`src/rtl/glyph_match_ctrl_if.sv`:
```
// Handshake and memory-port bundle between the glyph matcher and its image/ROM environment.
// master = the matcher itself, slave = the surrounding image buffer, glyph ROMs and requester.
interface glyph_match_ctrl_if;
    logic        start;
    logic [15:0] img_row;
    logic [15:0] rom_row;
    logic [3:0]  img_addr;
    logic [3:0]  rom_addr;
    logic [3:0]  rom_sel;
    logic        busy;
    logic        done;
    logic [3:0]  digit;
    logic [8:0]  score;

    modport master (
        input  start, img_row, rom_row,
        output img_addr, rom_addr, rom_sel, busy, done, digit, score
    );

    modport slave (
        output start, img_row, rom_row,
        input  img_addr, rom_addr, rom_sel, busy, done, digit, score
    );
endinterface

```
`src/rtl/glyph_match_ctrl.sv`:
```
// Scans a 16x16 image against NUM_GLYPHS glyph ROMs, one row per cycle, and reports
// the glyph with the highest matching-pixel count (first one wins on ties).
module glyph_match_ctrl #(
    parameter int NUM_GLYPHS = 10,
    parameter int MIN_SCORE  = 200
) (
    input  logic                clk,
    input  logic                rst_n,
    glyph_match_ctrl_if.master  bus
);
    typedef enum logic [1:0] {IDLE, SCAN, DONE} state_t;

    localparam logic [3:0] LAST_SEL  = 4'(NUM_GLYPHS - 1);
    localparam logic [9:0] MIN_SCORE_W = 10'(MIN_SCORE);
    localparam logic [3:0] NO_MATCH  = 4'hF;

    state_t      state_reg;
    logic [3:0]  rom_addr_reg;
    logic [3:0]  rom_sel_reg;
    logic [8:0]  acc_reg;
    logic [8:0]  best_score_reg;
    logic [3:0]  best_idx_reg;
    logic [8:0]  score_reg;
    logic [3:0]  digit_reg;
    logic        busy_reg;
    logic        done_reg;

    logic [15:0] match_bits;
    logic [4:0]  row_match;
    logic [8:0]  glyph_total;
    logic [8:0]  best_score_next;
    logic [3:0]  best_idx_next;
    logic        last_row;

    genvar gi;
    generate
        for (gi = 0; gi < 16; gi++) begin : g_match
            assign match_bits[gi] = ~(bus.img_row[gi] ^ bus.rom_row[gi]);
        end
    endgenerate

    always_comb begin
        row_match = '0;
        for (int i = 0; i < 16; i++) begin
            row_match = row_match + 5'(match_bits[i]);
        end
    end

    assign glyph_total = acc_reg + {4'b0, row_match};
    assign last_row    = (rom_addr_reg == 4'd15) && (rom_sel_reg == LAST_SEL);

    // Final row of each glyph is folded in combinationally so the last glyph
    // can be judged on the same edge that leaves SCAN.
    always_comb begin
        best_score_next = best_score_reg;
        best_idx_next   = best_idx_reg;
        if ((rom_addr_reg == 4'd15) && (glyph_total > best_score_reg)) begin
            best_score_next = glyph_total;
            best_idx_next   = rom_sel_reg;
        end
    end

    always_ff @(posedge clk or negedge rst_n) begin
        if (!rst_n) begin
            state_reg      <= IDLE;
            rom_addr_reg   <= '0;
            rom_sel_reg    <= '0;
            acc_reg        <= '0;
            best_score_reg <= '0;
            best_idx_reg   <= NO_MATCH;
            score_reg      <= '0;
            digit_reg      <= NO_MATCH;
            busy_reg       <= 1'b0;
            done_reg       <= 1'b0;
        end else begin
            case (state_reg)
                IDLE: begin
                    done_reg     <= 1'b0;
                    rom_addr_reg <= '0;
                    rom_sel_reg  <= '0;
                    if (bus.start) begin
                        state_reg      <= SCAN;
                        busy_reg       <= 1'b1;
                        acc_reg        <= '0;
                        best_score_reg <= '0;
                        best_idx_reg   <= NO_MATCH;
                    end
                end
                SCAN: begin
                    rom_addr_reg   <= rom_addr_reg + 4'd1;
                    best_score_reg <= best_score_next;
                    best_idx_reg   <= best_idx_next;
                    if (rom_addr_reg == 4'd15) begin
                        acc_reg     <= '0;
                        rom_sel_reg <= rom_sel_reg + 4'd1;
                    end else begin
                        acc_reg <= glyph_total;
                    end
                    if (last_row) begin
                        state_reg   <= DONE;
                        done_reg    <= 1'b1;
                        rom_sel_reg <= '0;
                        score_reg   <= best_score_next;
                        digit_reg   <= ({1'b0, best_score_next} >= MIN_SCORE_W) ? best_idx_next : NO_MATCH;
                    end
                end
                DONE: begin
                    state_reg <= IDLE;
                    done_reg  <= 1'b0;
                    busy_reg  <= 1'b0;
                end
                default: begin
                    state_reg <= IDLE;
                    done_reg  <= 1'b0;
                    busy_reg  <= 1'b0;
                end
            endcase
        end
    end

    assign bus.rom_addr = rom_addr_reg;
    assign bus.img_addr = rom_addr_reg;
    assign bus.rom_sel  = rom_sel_reg;
    assign bus.busy     = busy_reg;
    assign bus.done     = done_reg;
    assign bus.digit    = digit_reg;
    assign bus.score    = score_reg;
endmodule

```
`src/flat_wrapper.sv`:
```
// flat-port wrapper written by rule: the top's interface ports become plain ports
module glyph_match_ctrl_flat 
#(
    parameter int NUM_GLYPHS = 10,
    parameter int MIN_SCORE  = 200
)
  (clk, rst_n, bus_start, bus_img_row, bus_rom_row, bus_img_addr, bus_rom_addr, bus_rom_sel, bus_busy, bus_done, bus_digit, bus_score);
  glyph_match_ctrl_if bus_i ();
  input  logic clk;
  input  logic rst_n;
  input wire logic [$bits(bus_i.start)-1:0] bus_start;
  input wire logic [$bits(bus_i.img_row)-1:0] bus_img_row;
  input wire logic [$bits(bus_i.rom_row)-1:0] bus_rom_row;
  output wire logic [$bits(bus_i.img_addr)-1:0] bus_img_addr;
  output wire logic [$bits(bus_i.rom_addr)-1:0] bus_rom_addr;
  output wire logic [$bits(bus_i.rom_sel)-1:0] bus_rom_sel;
  output wire logic [$bits(bus_i.busy)-1:0] bus_busy;
  output wire logic [$bits(bus_i.done)-1:0] bus_done;
  output wire logic [$bits(bus_i.digit)-1:0] bus_digit;
  output wire logic [$bits(bus_i.score)-1:0] bus_score;
  assign bus_i.start = bus_start;
  assign bus_i.img_row = bus_img_row;
  assign bus_i.rom_row = bus_rom_row;
  assign bus_img_addr = bus_i.img_addr;
  assign bus_rom_addr = bus_i.rom_addr;
  assign bus_rom_sel = bus_i.rom_sel;
  assign bus_busy = bus_i.busy;
  assign bus_done = bus_i.done;
  assign bus_digit = bus_i.digit;
  assign bus_score = bus_i.score;
  glyph_match_ctrl #(.NUM_GLYPHS(NUM_GLYPHS), .MIN_SCORE(MIN_SCORE)) u_core (.clk(clk), .rst_n(rst_n), .bus(bus_i));
endmodule
```
`config.mk`:
```
export PLATFORM = sky130hd
export DESIGN_NAME = glyph_match_ctrl_flat
export DESIGN_NICKNAME = d
export VERILOG_FILES = /design/src/rtl/glyph_match_ctrl_if.sv /design/src/rtl/glyph_match_ctrl.sv /design/src/flat_wrapper.sv
export SDC_FILE = /design/constraint.sdc
export NUM_CORES = 1
export LEC_CHECK = 0
export CAP_MARGIN = 20
export CORE_MARGIN = 5
export CORE_UTILIZATION = 54
export CTS_BUF_LIST = sky130_fd_sc_hd__clkbuf_4 sky130_fd_sc_hd__clkbuf_8
export CTS_CLUSTER_DIAMETER = 200
export DETAILED_ROUTE_END_ITERATION = 8
export MAX_ROUTING_LAYER = met4
export PLACE_DENSITY = 0.94
export RECOVER_POWER = 50
export SLEW_MARGIN = 10
export SYNTH_ARGS = -nofsm -noshare
export SYNTH_HDL_FRONTEND = slang
export SYNTH_SLANG_ARGS = --single-unit
export TNS_END_PERCENT = 30
```
`constraint.sdc`:
```
create_clock -name clk -period 3.88 [get_ports clk]
set_input_delay 0.776 -clock clk [delete_from_list [all_inputs] [get_ports clk]]
set_output_delay 0.776 -clock clk [all_outputs]
set_load 0.02 [all_outputs]
```
==> results of run 1 <==
## cells by family (layout without fill, tap and decap cells)
group / after synthesis / in the layout / synth area share
fa+ha+maj: 34 / 34 / 0.1650
simple gates: 82 / 82 / 0.1182
buf+inv: 42 / 130 / 0.05689
mux: 7 / 7 / 0.02316
flops: 47 / 47 / 0.3852
xor+xnor: 23 / 23 / 0.06786
compound gates: 82 / 82 / 0.1837
## worst max-delay path: stages
cell,delay [ns]
buf_8,0.10
xnor2_4,0.13
ha_1,0.29
inv_2,0.04
fa_1,0.49
fa_1,0.43
fa_1,0.51
inv_1,0.05
fa_1,0.47
fa_2,0.42
inv_2,0.07
fa_1,0.42
fa_2,0.35
nand3b_1,0.21
a21boi_2,0.25
o2111ai_2,0.15
xnor2_2,0.17
ha_1,0.32
nand4_1,0.15
nor2_2,0.17
o21a_1,0.15
o21ai_2,0.08
buf_4,0.15
a41o_1,0.17
a311o_2,0.42
o211ai_2,0.08
## layout make-up
| class | count | area, um^2 |
|---|---|---|
| Clock buffer | 5 | 68.82 |
| Clock inverter | 3 | 46.29 |
| Fill cell | 367 | 1346 |
| Inverter | 31 | 118.9 |
| Multi-Input combinational cell | 228 | 1848 |
| Sequential cell | 47 | 1186 |
| Tap cell | 72 | 90.09 |
| Timing Repair Buffer | 91 | 835.8 |
## worst paths after layout
| path | to | startpoint | cells after the start | slack (ns) |
|---|---|---|---|---|
| hold / removal | u_core.bus.rom_sel[0] | rst_n | 1 | 0.40 |
| setup / recovery | u_core.bus.digit[1] | bus_rom_row[0] | 26 | -2.91 |
| setup reg to reg | u_core.bus.digit[1] | u_core.acc_reg[0] | 16 | 0.31 |
| hold reg to reg | u_core.bus.score[7] | u_core.bus.score[7] | 2 | 0.49 |
| max in group asynchronous | u_core.best_score_reg[4] | rst_n | 2 | 1.23 |
| min in group clk | u_core.bus.score[7] | u_core.bus.score[7] | 2 | 0.49 |
## cell usage after synthesis (2+ instances only)
cell type,count,share of area
xnor2_1,18,0.051
a22o_2,2,0.0065
o21a_1,3,0.0073
nor2_1,20,0.024
inv_1,31,0.038
nor3_1,2,0.0033
dfstp_2,8,0.068
fa_1,11,0.072
a22o_1,9,0.026
a21oi_1,16,0.026
a21o_1,5,0.012
a21oi_2,2,0.0057
nand2_1,40,0.049
buf_4,4,0.0098
or3_1,2,0.0041
xor2_1,4,0.011
dfrtp_1,39,0.32
o31ai_1,2,0.0049
nor2b_1,3,0.0061
nand2b_1,3,0.0061
buf_2,2,0.0033
or2_2,2,0.0041
clkbuf_1,5,0.0061
nand3_1,5,0.0081
o21ai_0,26,0.042
nand4_1,2,0.0041
o22ai_1,4,0.0081
ha_1,23,0.093
mux2i_1,6,0.020
o211ai_2,4,0.016
## through the flow
stage / util / cells
6_report: 0.7570 / 477
5_1_grt: 0.7570 / 477
4_1_cts: 0.7477 / 475
3_5_place_dp: 0.7109 / 466
3_3_place_gp: 0.7109 / 466
2_1_floorplan: - / 317
## per-layer routing
metal	share of wire	up-vias	routed length, um
li1	-	1255	-
met4	0.029	0	239
met5	0	-	0
met1	0.39	1334	3175
met3	0.071	28	582
met2	0.51	166	4164
## what timing repair did
| action | 4_1_cts | 5_1_grt |
|---|---|---|
| setup endpoints to repair | 35 | 35 |
| buffers inserted | 1 | 1 |
| hold endpoints to repair | 0 | 0 |
| gates resized for setup | 46 | 13 |
| pin swaps | 28 | 24 |
## layout by cell type (no fill, tap or decap), types with 3 or more instances in the layout
master,count
buf_4,26
fa_1,9
nor2b_1,3
nand2_1,39
o211ai_2,4
xnor2_2,7
dfstp_2,8
xor2_1,4
a22o_1,9
ha_1,22
inv_1,27
o21ai_0,22
dlygate4sd2_1,8
nand2b_1,3
o22ai_1,3
dfrtp_1,39
o21a_1,3
clkbuf_8,5
a21o_1,4
o21ai_2,3
inv_2,3
a21oi_1,16
mux2i_1,6
xnor2_1,11
nand3_1,5
buf_6,6
clkdlybuf4s50_1,46
nor2_1,19
==> flow_metrics.tcl, run 1 <==
set metrics [dict create \
    status "finished, violations left" \
    violations "max-capacitance violations, max-slew violations, negative setup slack" \
    hold_buffers 0 \
    ios 62 \
    grt_use_met1 0.2731 \
    die_h_um 85.52 \
    h-tree-depth 2 \
    overflow 0 \
    clock_path_buffers 2 \
    cts_root_buffer "clkbuf_8" \
    fin_tns_setup_ns -83.30 \
    synth_seq_area_share 0.3852 \
    ys_ff_latch 47 \
    use_met2 0.3983 \
    max_freq_ghz 0.1473 \
    gr-usage-all-layers 0.2317 \
    die_w_um 85.52 \
    end_kind "register" \
    antenna_cells 0 \
    grt_pass1_wl_mm 13.11 \
    relSlewSlack -0.3340 \
    final_nets 473 \
    async_flop_share 1.000 \
    yosysWarnings 0 \
    synth_edf_count 0 \
    holdWs_ns 0.4017 \
    drc_errors 0 \
    fin_crit_sh 1.750 \
    drtPass1Iterations 5 \
    grt_pass1_vias 2776 \
    area_growth_pct 36.20 \
    rsz0062_at_grt "yes" \
    die-area_um2 7313 \
    hold_class "input port to async pin" \
    clk_pin_slew_ns 0.09 \
    wirelength_mm 8.162 \
    path_class "input port to register" \
    grt_max_degree 48 \
    setup_viol 35 \
    synth_area_um2 3079 \
    gp_routability_congestion 0.8251 \
    cts_tree "built" \
    core_um2 5540 \
    critPathMaxFanout 4 \
    row_count 27 \
    dr.first_iter.drc_count 263 \
    dp_hpwl_mm 5.672 \
    wl_per_cell_um 17.11 \
    design_area_um2 4194 \
    initial_core_util 0.5558 \
    cts_made_buffers 5 \
    ys.flop_type "dfrtp_1" \
    place_area_um2 3939 \
    busiest_layer "met2" \
    finClkSkew_ns 0.005774 \
    antenna_found_initial 0 \
    setup_slack_ns -2.908 \
    place_ws_ns -3.558 \
    port_buffers 61 \
    ys_types 44 \
    syn-mean-instance-area_um2 9.714 \
    synth_fp_nets 386 \
    drv_slew 39 \
    tightest_slew_ns 2.001 \
    cp.required_ns 4.12 \
    clock_latency_ns 0.31 \
    drv_cap 1 \
    start_kind "input port" \
    use_met3 0.03266 \
    ant_nets 0 \
    hold_violations 0 \
    vias_per_cell 5.834 \
    num_vias 2783 \
    cp.arrival_ns 7.03 \
    period_needed_ns 6.788 \
    synthCells 317 \
    cts_sinks 47 \
    drive_gt1_frac 0.2198 \
]
Power of run 1 is left out: the tool's default activity adds up to more than one toggle a clock period on the data nets, which glitch-free logic cannot reach.
==> inputs of run 2 (changes only) <==
CAP_MARGIN = 5   (was 20)
CORE_UTILIZATION = 40   (was 54)
PLACE_DENSITY = 0.76   (was 0.94)
==> run 2 against run 1 <==
The flow still finishes with violations (max-capacitance violations, max-slew violations, negative setup slack). Sequential share of layout area fell by 0.34 points. Hold slack improved by 0.082 ns. Final cell count grew 6.7%. Clock-buffer cell count is 1 higher. Final area grew 1.2%. Critical endpoint is now u_core.bus.digit[0]. Largest cell class unchanged.
==> flow_metrics.tcl, run 2 (same netlist as run 1, synthesis figures left out) <==
set metrics [dict create \
    setup_viol 35 \
    fin_tns_setup_ns -79.24 \
    r2r_setup_slack_ns 0.34 \
    final_common_cell "clkdlybuf4s50_1" \
    reg2reg_from "u_core.acc_reg[0]" \
    tightest_slew_ns 2.410 \
    overflow 0 \
    drtPass1Iterations 4 \
    cts_made_buffers 5 \
    regToRegEndpoint "u_core.bus.digit[0]" \
    ios 62 \
    gp_routability_congestion 0.8412 \
    crit_start "bus_rom_row[8]" \
    final_nets 475 \
    final_cell_mix "45 x clkdlybuf4s50_1, 39 x nand2_1, 39 x dfrtp_1" \
    path_class "input port to register" \
    start_kind "input port" \
    core_um2 7607 \
    cts_root_buffer "clkbuf_8" \
    grt_pass1_wl_mm 12.05 \
    setup_slack_ns -2.807 \
    violations "max-capacitance violations, max-slew violations, negative setup slack" \
    holdWs_ns 0.4834 \
    status "finished, violations left" \
    die-area_um2 9553 \
    period_needed_ns 6.687 \
    grt_pass1_vias 2686 \
    ant_nets 0 \
    cts_tree "built" \
    rsz0062_at_grt "yes" \
    initial_core_util 0.4048 \
    cp.arrival_ns 6.92 \
    clock_latency_ns 0.30 \
    drv_slew 48 \
    num_vias 2561 \
    hold_class "register to register" \
    crit_path_end "u_core.bus.digit[0]" \
    relSlewSlack -0.6066 \
    clock_path_buffers 2 \
    grt_max_degree 48 \
    timing.reg2reg.worst_path_depth 16 \
    max_freq_ghz 0.1495 \
    cp.required_ns 4.11 \
    gr-usage-all-layers 0.1549 \
    critPathMaxFanout 4 \
    wirelength_mm 6.969 \
    drive_gt1_frac 0.2359 \
    area_growth_pct 37.87 \
    hold_violations 0 \
    cts_sinks 47 \
    dr.first_iter.drc_count 83 \
    antenna_found_initial 0 \
    fin_crit_sh 1.723 \
    die_h_um 97.74 \
    wl_per_cell_um 13.69 \
    drc_errors 0 \
    row_count 32 \
    clk_pin_slew_ns 0.09 \
    dp_hpwl_mm 5.274 \
    h-tree-depth 2 \
    vias_per_cell 5.031 \
    port_buffers 61 \
    end_kind "register" \
    finClkSkew_ns 0.008409 \
    drv_cap 1 \
    antenna_cells 0 \
    die_w_um 97.74 \
]
[run 2: cell count changes in the layout (fill, tap and decap cells not counted), sizes merged]
cell / change
buf: +3
bufinv: -1
clkdlybuf4s50: -1
clkinv: +1
dlygate4sd3: +1
inv: -1
[run 2: how the worst min path moves through the flow]
stage                                   start                   to  cells past startpoint
after floorplan             u_core.acc_reg[0]    u_core.acc_reg[0]                      2
after global placement    u_core.bus.score[8]  u_core.bus.score[8]                      2
after detailed placement  u_core.bus.score[8]  u_core.bus.score[8]                      2
after CTS                 u_core.bus.score[8]  u_core.bus.score[8]                      2
after global routing      u_core.bus.score[1]  u_core.bus.score[1]                      2
final                     u_core.bus.score[8]  u_core.bus.score[8]                      2
[run 2: worst max-delay path, cell delays in order]
cell	delay [ns]
dlygate4sd2_1	0.26
xnor2_2	0.14
fa_1	0.52
inv_2	0.05
fa_1	0.48
fa_1	0.49
inv_1	0.05
fa_1	0.45
fa_2	0.36
inv_2	0.07
fa_1	0.42
fa_2	0.35
nand3b_1	0.19
a21boi_2	0.22
o2111ai_2	0.15
xnor2_2	0.17
ha_1	0.32
nand4_1	0.16
buf_4	0.19
o221ai_4	0.21
o21ai_4	0.11
buf_6	0.13
a41o_1	0.17
a311o_2	0.41
o211ai_2	0.09
[run 2: stage by stage]
step / instances / instance area [um^2] / utilization / worst slack (ns)
finish: 509 / 4245 / 0.5581 / -2.807
floorplan: 317 / 3099 / - / -2.786
global placement: 497 / 3984 / 0.5237 / -3.273
detailed placement: 497 / 3984 / 0.5237 / -3.432
global route: 509 / 4245 / 0.5581 / -3.048
CTS: 507 / 4161 / 0.5470 / -3.065
[run 2: area by class of cell]
| cell class | instances | area (um^2) |
|---|---|---|
| inverter | 31 | 116.4 |
| multi-input combinational | 228 | 1872 |
| clock buffer | 6 | 76.32 |
| timing repair buffer | 93 | 854.6 |
| tap | 102 | 127.6 |
| clock inverter | 2 | 12.51 |
| fill | 690 | 3362 |
| sequential | 47 | 1186 |
[run 2: layer usage]
layer | global-route usage | vias up | wire length [um]
li1 | - | 1255 | -
met1 | 0.1906 | 1210 | 2993
met2 | 0.2567 | 81 | 3463
met3 | 0.02857 | 15 | 354
met4 | 0.05325 | 0 | 157
met5 | - | - | 0
[run 2: timing repair]
action | in CTS | in global routing
gates resized for setup | 53 | 15
pin swaps | 29 | 30
endpoints found under the setup margin | 35 | 35
hold buffers | 0 | 0
setup buffers | 2 | 2
Power of run 2 is left out for the same reason.
==> inputs of run 3 (changes only) <==
REMOVE_ABC_BUFFERS = 1   (was default)
==> run 3 against run 2 <==
The flow still finishes with violations (max-capacitance violations, max-slew violations, negative setup slack). Via count grew 0.74%. Global-route usage grew 0.78 points. Non-clock buffer count grew 4.
==> flow_metrics.tcl, run 3 (same netlist as run 1, synthesis figures left out) <==
set metrics [dict create \
    core_um2 7607 \
    busiest_layer "met2" \
    hold_class "register to register" \
    dp_hpwl_mm 5.421 \
    h-tree-depth 2 \
    drv_slew 48 \
    cp.arrival_ns 7.00 \
    cts_root_buffer "clkbuf_8" \
    grt_pass1_vias 2728 \
    critPathMaxFanout 4 \
    whs_endpoint "u_core.bus.score[3]" \
    ios 62 \
    cts_tree "built" \
    die_w_um 97.74 \
    grt_max_degree 48 \
    clock_latency_ns 0.30 \
    setup_viol 35 \
    clk_pin_slew_ns 0.09 \
    r2r_setup_slack_ns 0.33 \
    min_from "u_core.bus.score[3]" \
    antenna_found_initial 0 \
    grt_pass1_wl_mm 12.59 \
    cts_made_buffers 5 \
    place_ws_ns -3.907 \
    max_freq_ghz 0.1477 \
    initial_core_util 0.4048 \
    timing.reg2reg.worst_path_depth 15 \
    reg2reg_from "u_core.acc_reg[0]" \
    tightest_slew_ns 2.469 \
    start_kind "input port" \
    drc_errors 0 \
    wl_per_cell_um 14.51 \
    cp.required_ns 4.11 \
    cts_sinks 47 \
    final_cell_mix "45 x clkdlybuf4s50_1, 39 x dfrtp_1, 35 x nand2_1" \
    area_growth_pct 41.97 \
    die_h_um 97.74 \
    row_count 32 \
    drv_cap 1 \
    num_vias 2580 \
    vias_per_cell 5.029 \
    gp_routability_congestion 0.8113 \
    violations "max-capacitance violations, max-slew violations, negative setup slack" \
    finClkSkew_ns 0.006053 \
    use_met2 0.2741 \
    fin_crit_sh 1.745 \
    fill_cells 664 \
    path_class "input port to register" \
    clock_path_buffers 2 \
    hold_depth 2 \
    final_common_cell "clkdlybuf4s50_1" \
    grt_use_met1 0.2021 \
    overflow 0 \
    ant_nets 0 \
    status "finished, violations left" \
    setup_slack_ns -2.890 \
    drtPass1Iterations 4 \
    drive_gt1_frac 0.2822 \
    end_kind "register" \
    use_met3 0.02500 \
    gr-usage-all-layers 0.1627 \
    final_nets 479 \
    relSlewSlack -0.6459 \
    rsz0062_at_grt "yes" \
    port_buffers 61 \
    antenna_cells 0 \
    wirelength_mm 7.442 \
    regToRegEndpoint "u_core.bus.digit[3]" \
    dr.first_iter.drc_count 99 \
    hold_violations 0 \
    period_needed_ns 6.770 \
    die-area_um2 9553 \
]
run 3: cell types whose count changed in the layout (fill, tap and decap cells not counted), moves of 3 or more:
cell,delta
a21oi_1,-4
a21oi_2,+5
buf_6,+3
nand2_1,-4
nand2_2,+4
o22ai_1,-3
o22ai_2,+3
xnor2_1,-3
run 3: metal layers:
layer / vias up / share of wire / wire length (um)
li1: 1271 / - / -
met1: 1218 / 0.43 / 3172
met2: 80 / 0.51 / 3762
met3: 11 / 0.051 / 379
met4: 0 / 0.017 / 127
met5: - / 0 / 0
run 3: worst max-delay path by stage:
stage / start / to / cells past startpoint
detailed placement: bus_img_row[0] / u_core.bus.digit[3] / 25
finish: bus_img_row[1] / u_core.bus.digit[3] / 25
floorplan: bus_img_row[0] / u_core.bus.digit[0] / 24
global placement: bus_rom_row[0] / u_core.bus.digit[0] / 25
global route: bus_img_row[0] / u_core.bus.digit[2] / 25
CTS: bus_img_row[0] / u_core.bus.digit[3] / 26
run 3: layout make-up:
| type | count | area (um^2) | share of cell area |
|---|---|---|---|
| sequential | 47 | 1186 | 0.2713 |
| multi-input combinational | 228 | 1924 | 0.4402 |
| timing repair buffer | 97 | 918.4 | 0.2101 |
| clock inverter | 1 | 8.758 | 0.002003 |
| inverter | 31 | 116.4 | 0.02662 |
| clock buffer | 7 | 90.09 | 0.02061 |
| tap | 102 | 127.6 | 0.02919 |
run 3: repair_timing:
action / 4_1_cts / 5_1_grt
hold buffers: 0 / 0
gates cloned: 0 / 1
setup buffers: 4 / 4
resized for setup: 83 / 14
setup endpoints to repair: 35 / 35
pin swaps: 40 / 19
run 3: worst max-delay path: stages:
cell	delay (ns)
buf_6	0.10
xnor2_2	0.12
ha_1	0.27
inv_1	0.04
fa_1	0.50
fa_1	0.44
fa_1	0.50
inv_1	0.05
fa_1	0.46
fa_2	0.37
inv_2	0.06
fa_2	0.44
fa_2	0.35
nand3b_1	0.21
a21boi_2	0.21
o21ai_0	0.12
xnor2_1	0.23
ha_1	0.30
nand4_1	0.16
buf_4	0.15
o221ai_2	0.10
o21ai_2	0.18
mux2_4	0.33
a311o_2	0.43
o211ai_2	0.10
run 3: through the flow:
| step | util | std cells | hold slack [ns] | setup TNS [ns] | area [um^2] |
|---|---|---|---|---|---|
| global placement | 0.5217 | 496 | 0.4630 | -111.56 | 3969 |
| CTS | 0.5618 | 508 | 0.4890 | -80.48 | 4274 |
| floorplan | - | 306 | 0.4563 | -109.71 | 3020 |
| detailed placement | 0.5217 | 496 | 0.4698 | -118.16 | 3969 |
| finish | 0.5747 | 513 | 0.4971 | -82.01 | 4372 |
| global route | 0.5747 | 513 | 0.5269 | -89.95 | 4372 |
Power of run 3 is left out for the same reason.
